**src/rtl/item_keypad_entry_if.sv**
```systemverilog
// Keypad entry bundle: key input, item-select handshake and status/display outputs.
interface item_keypad_entry_if #(
  parameter int ITEM_ADDR_WIDTH = 10,
  parameter int MAX_DIGITS      = 3
);
  localparam int ACC_W = 4 * MAX_DIGITS;
  localparam int CNT_W = $clog2(MAX_DIGITS + 1);

  logic [3:0]                 key_code;
  logic                       key_valid;
  logic                       selection_valid;
  logic [ITEM_ADDR_WIDTH-1:0] item_select;
  logic                       item_select_valid;
  logic [ACC_W-1:0]           entry_value;
  logic [CNT_W-1:0]           digit_count;
  logic                       busy;
  logic                       entry_done;
  logic                       entry_error;
  logic                       entry_timeout;

  modport master (
    input  key_code, key_valid, selection_valid,
    output item_select, item_select_valid, entry_value, digit_count,
           busy, entry_done, entry_error, entry_timeout
  );

  modport slave (
    output key_code, key_valid, selection_valid,
    input  item_select, item_select_valid, entry_value, digit_count,
           busy, entry_done, entry_error, entry_timeout
  );
endinterface

```
**src/rtl/item_keypad_entry.sv**
```systemverilog
// Keypad entry controller: builds a decimal item number from key presses, range-checks it
// on ENTER and sends it over the item-select handshake with ack timeout and retry.
module item_keypad_entry #(
  parameter int ITEM_ADDR_WIDTH = 10,
  parameter int MAX_DIGITS      = 3,
  parameter int MAX_ITEM        = 999,
  parameter int TIMEOUT_CYCLES  = 1000,
  parameter int ACK_WAIT        = 4,
  parameter int MAX_RETRY       = 2
) (
  input logic               clk,
  input logic               rstn,
  item_keypad_entry_if.master kp
);
  localparam int ACC_W = 4 * MAX_DIGITS;
  localparam int CNT_W = $clog2(MAX_DIGITS + 1);
  localparam int TO_W  = $clog2(TIMEOUT_CYCLES);
  localparam int AW_W  = $clog2(ACK_WAIT);
  localparam int RT_W  = (MAX_RETRY > 0) ? $clog2(MAX_RETRY + 1) : 1;

  localparam logic [3:0]       KEY_CLEAR = 4'hA;
  localparam logic [3:0]       KEY_ENTER = 4'hB;
  localparam logic [ACC_W-1:0] MAX_ACC   = ACC_W'(MAX_ITEM);

  typedef enum logic [1:0] {IDLE, ENTRY, SEND, WAIT_ACK} state_t;

  state_t                     state_q, state_d;
  logic [ACC_W-1:0]           acc_q, acc_d;
  logic [CNT_W-1:0]           cnt_q, cnt_d;
  logic [TO_W-1:0]            idle_q, idle_d;
  logic [AW_W-1:0]            ackc_q, ackc_d;
  logic [RT_W-1:0]            retry_q, retry_d;
  logic [ITEM_ADDR_WIDTH-1:0] sel_q, sel_d;
  logic                       isv_q, isv_d;
  logic                       done_q, done_d;
  logic                       err_q, err_d;
  logic                       tmo_q, tmo_d;
  logic                       busy_q;
  logic                       is_digit;

  assign is_digit = (kp.key_code <= 4'd9);

  always_comb begin
    state_d = state_q;
    acc_d   = acc_q;
    cnt_d   = cnt_q;
    idle_d  = idle_q;
    ackc_d  = ackc_q;
    retry_d = retry_q;
    sel_d   = sel_q;
    isv_d   = 1'b0;
    done_d  = 1'b0;
    err_d   = 1'b0;
    tmo_d   = 1'b0;
    unique case (state_q)
      IDLE: begin
        if (kp.key_valid && is_digit) begin
          acc_d   = ACC_W'(kp.key_code);
          cnt_d   = CNT_W'(1);
          idle_d  = '0;
          state_d = ENTRY;
        end
      end
      ENTRY: begin
        if (kp.key_valid) begin
          idle_d = '0;
          if (is_digit) begin
            if (cnt_q < CNT_W'(MAX_DIGITS)) begin
              acc_d = acc_q * ACC_W'(10) + ACC_W'(kp.key_code);
              cnt_d = cnt_q + CNT_W'(1);
            end else begin
              err_d = 1'b1;
            end
          end else if (kp.key_code == KEY_CLEAR) begin
            acc_d   = '0;
            cnt_d   = '0;
            state_d = IDLE;
          end else if (kp.key_code == KEY_ENTER) begin
            if (acc_q > MAX_ACC) begin
              err_d   = 1'b1;
              acc_d   = '0;
              cnt_d   = '0;
              state_d = IDLE;
            end else begin
              retry_d = '0;
              state_d = SEND;
            end
          end
        end else if (idle_q == TO_W'(TIMEOUT_CYCLES - 1)) begin
          tmo_d   = 1'b1;
          acc_d   = '0;
          cnt_d   = '0;
          state_d = IDLE;
        end else begin
          idle_d = idle_q + TO_W'(1);
        end
      end
      // The strobe and item are registered together as SEND hands over to WAIT_ACK,
      // so the ack window always starts on the strobe edge.
      SEND: begin
        sel_d   = ITEM_ADDR_WIDTH'(acc_q);
        isv_d   = 1'b1;
        ackc_d  = '0;
        state_d = WAIT_ACK;
      end
      WAIT_ACK: begin
        if (kp.selection_valid) begin
          done_d  = 1'b1;
          acc_d   = '0;
          cnt_d   = '0;
          retry_d = '0;
          state_d = IDLE;
        end else if (ackc_q == AW_W'(ACK_WAIT - 1)) begin
          if (retry_q < RT_W'(MAX_RETRY)) begin
            retry_d = retry_q + RT_W'(1);
            state_d = SEND;
          end else begin
            err_d   = 1'b1;
            acc_d   = '0;
            cnt_d   = '0;
            retry_d = '0;
            state_d = IDLE;
          end
        end else begin
          ackc_d = ackc_q + AW_W'(1);
        end
      end
      default: state_d = IDLE;
    endcase
  end

  always_ff @(posedge clk or negedge rstn) begin
    if (!rstn) begin
      state_q <= IDLE;
      acc_q   <= '0;
      cnt_q   <= '0;
      idle_q  <= '0;
      ackc_q  <= '0;
      retry_q <= '0;
      sel_q   <= '0;
      isv_q   <= 1'b0;
      done_q  <= 1'b0;
      err_q   <= 1'b0;
      tmo_q   <= 1'b0;
      busy_q  <= 1'b0;
    end else begin
      state_q <= state_d;
      acc_q   <= acc_d;
      cnt_q   <= cnt_d;
      idle_q  <= idle_d;
      ackc_q  <= ackc_d;
      retry_q <= retry_d;
      sel_q   <= sel_d;
      isv_q   <= isv_d;
      done_q  <= done_d;
      err_q   <= err_d;
      tmo_q   <= tmo_d;
      busy_q  <= (state_d == SEND) || (state_d == WAIT_ACK);
    end
  end

  assign kp.item_select       = sel_q;
  assign kp.item_select_valid = isv_q;
  assign kp.entry_value       = acc_q;
  assign kp.digit_count       = cnt_q;
  assign kp.busy              = busy_q;
  assign kp.entry_done        = done_q;
  assign kp.entry_error       = err_q;
  assign kp.entry_timeout     = tmo_q;
endmodule

```
**src/flat_wrapper.sv**
```systemverilog
// flat-port wrapper written by rule: the top's interface ports become plain ports
module item_keypad_entry_flat 
#(
  parameter int ITEM_ADDR_WIDTH = 10,
  parameter int MAX_DIGITS      = 3,
  parameter int MAX_ITEM        = 999,
  parameter int TIMEOUT_CYCLES  = 1000,
  parameter int ACK_WAIT        = 4,
  parameter int MAX_RETRY       = 2
)
  (clk, rstn, kp_key_code, kp_key_valid, kp_selection_valid, kp_item_select, kp_item_select_valid, kp_entry_value, kp_digit_count, kp_busy, kp_entry_done, kp_entry_error, kp_entry_timeout);
  item_keypad_entry_if #(.ITEM_ADDR_WIDTH(ITEM_ADDR_WIDTH), .MAX_DIGITS(MAX_DIGITS)) kp_i ();
  input logic clk;
  input logic rstn;
  input wire logic [$bits(kp_i.key_code)-1:0] kp_key_code;
  input wire logic [$bits(kp_i.key_valid)-1:0] kp_key_valid;
  input wire logic [$bits(kp_i.selection_valid)-1:0] kp_selection_valid;
  output wire logic [$bits(kp_i.item_select)-1:0] kp_item_select;
  output wire logic [$bits(kp_i.item_select_valid)-1:0] kp_item_select_valid;
  output wire logic [$bits(kp_i.entry_value)-1:0] kp_entry_value;
  output wire logic [$bits(kp_i.digit_count)-1:0] kp_digit_count;
  output wire logic [$bits(kp_i.busy)-1:0] kp_busy;
  output wire logic [$bits(kp_i.entry_done)-1:0] kp_entry_done;
  output wire logic [$bits(kp_i.entry_error)-1:0] kp_entry_error;
  output wire logic [$bits(kp_i.entry_timeout)-1:0] kp_entry_timeout;
  assign kp_i.key_code = kp_key_code;
  assign kp_i.key_valid = kp_key_valid;
  assign kp_i.selection_valid = kp_selection_valid;
  assign kp_item_select = kp_i.item_select;
  assign kp_item_select_valid = kp_i.item_select_valid;
  assign kp_entry_value = kp_i.entry_value;
  assign kp_digit_count = kp_i.digit_count;
  assign kp_busy = kp_i.busy;
  assign kp_entry_done = kp_i.entry_done;
  assign kp_entry_error = kp_i.entry_error;
  assign kp_entry_timeout = kp_i.entry_timeout;
  item_keypad_entry #(.ITEM_ADDR_WIDTH(ITEM_ADDR_WIDTH), .MAX_DIGITS(MAX_DIGITS), .MAX_ITEM(MAX_ITEM), .TIMEOUT_CYCLES(TIMEOUT_CYCLES), .ACK_WAIT(ACK_WAIT), .MAX_RETRY(MAX_RETRY)) u_core (.clk(clk), .rstn(rstn), .kp(kp_i));
endmodule
```
**config.mk**
```make
export PLATFORM = sky130hd
export DESIGN_NAME = item_keypad_entry_flat
export DESIGN_NICKNAME = d
export VERILOG_FILES = /design/src/rtl/item_keypad_entry_if.sv /design/src/rtl/item_keypad_entry.sv /design/src/flat_wrapper.sv
export SDC_FILE = /design/constraint.sdc
export NUM_CORES = 1
export LEC_CHECK = 0
export CORE_AREA = 3 3 78 80
export CTS_BUF_LIST = sky130_fd_sc_hd__clkbuf_16
export DETAILED_ROUTE_END_ITERATION = 10
export DIE_AREA = 0 0 81 83
export PLACE_DENSITY = 0.74
export RECOVER_POWER = 100
export SYNTH_ARGS = -nofsm -noshare
export SYNTH_HDL_FRONTEND = slang
export SYNTH_SLANG_ARGS = --single-unit
```
**constraint.sdc**
```tcl
create_clock -name clk -period 2.7 [get_ports clk]
set_clock_uncertainty 0.15 [all_clocks]
set_input_delay 0.405 -clock clk [delete_from_list [all_inputs] [get_ports clk]]
set_output_delay 0.405 -clock clk [all_outputs]
set_load 0.01 [all_outputs]
```
==> flow_summary.yaml <==
synth:
  ys_types: 44
  yosysWarnings: 0
  syn_inst: 263
  ys_seq_area_share_pct: 42.8
  ys_seq_elements: 45
  syn_area_um2: 2630
  synth_fp_nets: 294
  avgSynthCellArea_um2: 10.0
global_routing:
  busiest_layer: "met2"
  grt_pass1_wl_um: 10300
  grt_max_degree: 26
  grt_overflow: 0
  grt_pass1_vias: 2200
  met1_usage_pct: 26.2
  antenna_found_initial: 0
  met2_usage_pct: 31.1
  grtUsageTotal_pct: 19.3
  met3_usage_pct: 3.15
clock_network:
  clkTransAtPathRegs_ns: 0.06
  root_buffer: "clkbuf_16"
  htreeDepth: 2
  clkSinkCount: 45
  cts_tree: "done"
  cts_inserted_buffers: 5
  cts.path.max_buffers: 2
  clk-insertion-delay-late_ns: 0.29
worst_setup_path:
  required_ns: 2.73
  criticalPathCategory: "flop to flop"
  arrival_ns: 2.69
  startpoint_type: "flop"
  end_kind: "flop"
  path_max_fanout: 2
power:
  p_per_area_nw_per_um2: 1020
  p_leak_nw: 1.67
  total_power_mw: 3.65
  irDropWorstVdd_mv: 0.564
floorplan:
  pin_count: 37
  rows: 27
  die_y_um: 83
  initial_core_util_pct: 48.1
  core_um2: 5470
  die_area_um2: 6720
  fp.dieW_um: 81
placement:
  io_buffers: 36
  gp_congestion: 0.844
  dpl.hpwl_um: 4430
layout:
  nets: 361
  layout_commonest_cell: "dfrtp_1"
  num_antenna_cells: 0
  fin_util_pct: 65.4
  final_cell_mix: "44 x dfrtp_1, 31 x dlygate4sd3_1, 29 x nand2_1"
  layout-drive-gt1-share_pct: 19.7
  area_delta_synth_final_pct: 36.0
sta:
  tightestPinTransition_ns: 1.19
  slew_violations: 0
  slew_headroom_pct: 21.0
  setup-violations-final: 0
  grt_setup_unrepaired: "true"
  tns_ns: 0
  max_freq_mhz: 375
  finalHoldViolations: 0
  layout_min_cycle_time_ns: 2.67
  post-route-period-util_pct: 98.7
route:
  wire_per_inst_um: 15.5
  drt_iter0_drc: 79
  wirelength_um: 6210
  vias_per_cell: 5.48
  vias: 2201
  dr.pass1.iters: 4
  drtAntennaViolNets: 0
  drc: 0
run_status:
  status: "complete, no violations"
worst_hold_path:
  hp-class: "flop to flop"
run:
  maxCapViolations: 0
[flip-flops by register name, summed over array words and instances, names as in the netlist]
| register | flops |
|---|---|
| u_core.kp.entry_value | 12 |
| u_core.kp.item_select_valid | 1 |
| u_core.kp.digit_count | 2 |
| u_core.kp.entry_timeout | 1 |
| u_core.kp.entry_done | 1 |
| u_core.state_q | 2 |
| u_core.kp.item_select | 10 |
| u_core.idle_q | 10 |
| u_core.ackc_q | 2 |
| u_core.kp.entry_error | 1 |
| u_core.retry_q | 2 |
| u_core.kp.busy | 1 |
[critical path, stage by stage (launching register included)]
cell and delay (ns):
dfrtp_2 0.42, ha_4 0.25, ha_4 0.16, fa_2 0.38, a211oi_2 0.26, o21bai_1 0.09, a21oi_1 0.16, xor2_1 0.28
nor3_2 0.09, xnor2_1 0.13, a22o_1 0.17
[power by group]
group | switching, mW | leakage, nW | internal (mW) | total [mW]
Sequential | 0.149 | 0.599 | 0.842 | 0.991
Combinational | 0.962 | 0.994 | 1.01 | 1.98
Clock | 0.254 | 0.0797 | 0.430 | 0.684
[cells by family (layout without fill, tap and decap cells)]
kind of cell	Yosys count	in the layout	synth area share (%)
AO/OA/AOI/OAI	62	62	15.9
adder cells (fa/ha/maj)	23	23	11.5
multiplexers	12	12	5.13
flip-flops	45	45	42.8
buffers and inverters	15	82	2.19
AND/OR/NAND/NOR	84	84	15.2
XOR/XNOR	22	22	7.32
[final timing paths]
kind	endpoint	start	depth (start not counted)	slack [ns]
worst max register to register	u_core.kp.entry_value[11]$_DFFE_PN0P_	u_core.kp.entry_value[1]$_DFFE_PN0P_	10	0.03
worst max-delay path	u_core.kp.entry_value[11]$_DFFE_PN0P_	u_core.kp.entry_value[1]$_DFFE_PN0P_	10	0.03
worst min register to register	u_core.retry_q[0]$_DFFE_PN0P_	u_core.retry_q[0]$_DFFE_PN0P_	1	0.34
min in group asynchronous	u_core.idle_q[7]$_DFFE_PN0P_	rstn	2	0.73
worst min-delay path	u_core.retry_q[0]$_DFFE_PN0P_	u_core.retry_q[0]$_DFFE_PN0P_	1	0.34
max in group asynchronous	u_core.kp.digit_count[1]$_DFFE_PN0P_	rstn	3	0.62
[cell type report]
type / instances / area (um2)
Sequential cell: 45 / 1130
Tap cell: 72 / 90.1
Fill cell: 454 / 1890
Inverter: 9 / 33.8
Clock inverter: 2 / 35.0
Clock buffer: 5 / 125
Timing Repair Buffer: 66 / 581
Multi-Input combinational cell: 203 / 1590
[per-stage QoR]
step | cell area [um2] | hold WS [ns] | instances | setup WS, ns
after floorplan | 2650 | -0.0406 | 263 | 0.00313
after global placement | 3260 | 0.244 | 389 | -0.0133
after detailed placement | 3260 | 0.248 | 389 | -0.0451
after CTS | 3490 | 0.340 | 399 | 0.0226
after global routing | 3580 | 0.365 | 402 | -0.103
final | 3580 | 0.340 | 402 | 0.0347
[layer usage]
metal  vias up  part of all wire, %
met3        10                  3.3
met5         -                    0
met1      1072                   46
li1       1069                    -
met4         0                  1.9
met2        50                   49
[cell usage after synthesis (all sizes together)]
library cell	count	area, um2
dfrtp	45	1130
nand2	29	109
nor2	22	82.6
ha	21	263
o21ai	21	109
xor2	13	114
mux2	12	135
a21oi	11	66.3
inv	9	33.8
xnor2	9	78.8
o31ai	7	52.6
nand3	6	35.0
clkbuf	5	18.8
nand4	5	31.3
nor3	5	25.0
a22o	4	35.0
a22oi	4	30.0
and3	4	25.0
a211oi	3	27.5
and2	3	21.3
nor2b	3	18.8
o22ai	3	18.8
fa	2	40.0
o21bai	2	15.0
or3	2	12.5
a2111oi	1	15.0
a21o	1	7.51
a2bb2oi	1	8.76
a31oi	1	6.26
a32oi	1	8.76
a41o	1	10.0
and4	1	8.76
buf	1	5.00
nand2b	1	6.26
nand4b	1	8.76
nor4bb	1	10.0
o21a	1	7.51
or2	1	6.26
[repair_timing]
item	CTS	global route
setup endpoints to repair	2	3
hold buffers	1	0
pin swaps	8	19
setup buffers	2	3
hold endpoints to repair	20	0
gates resized for setup	5	12
(Power assumes the default switching activity.)
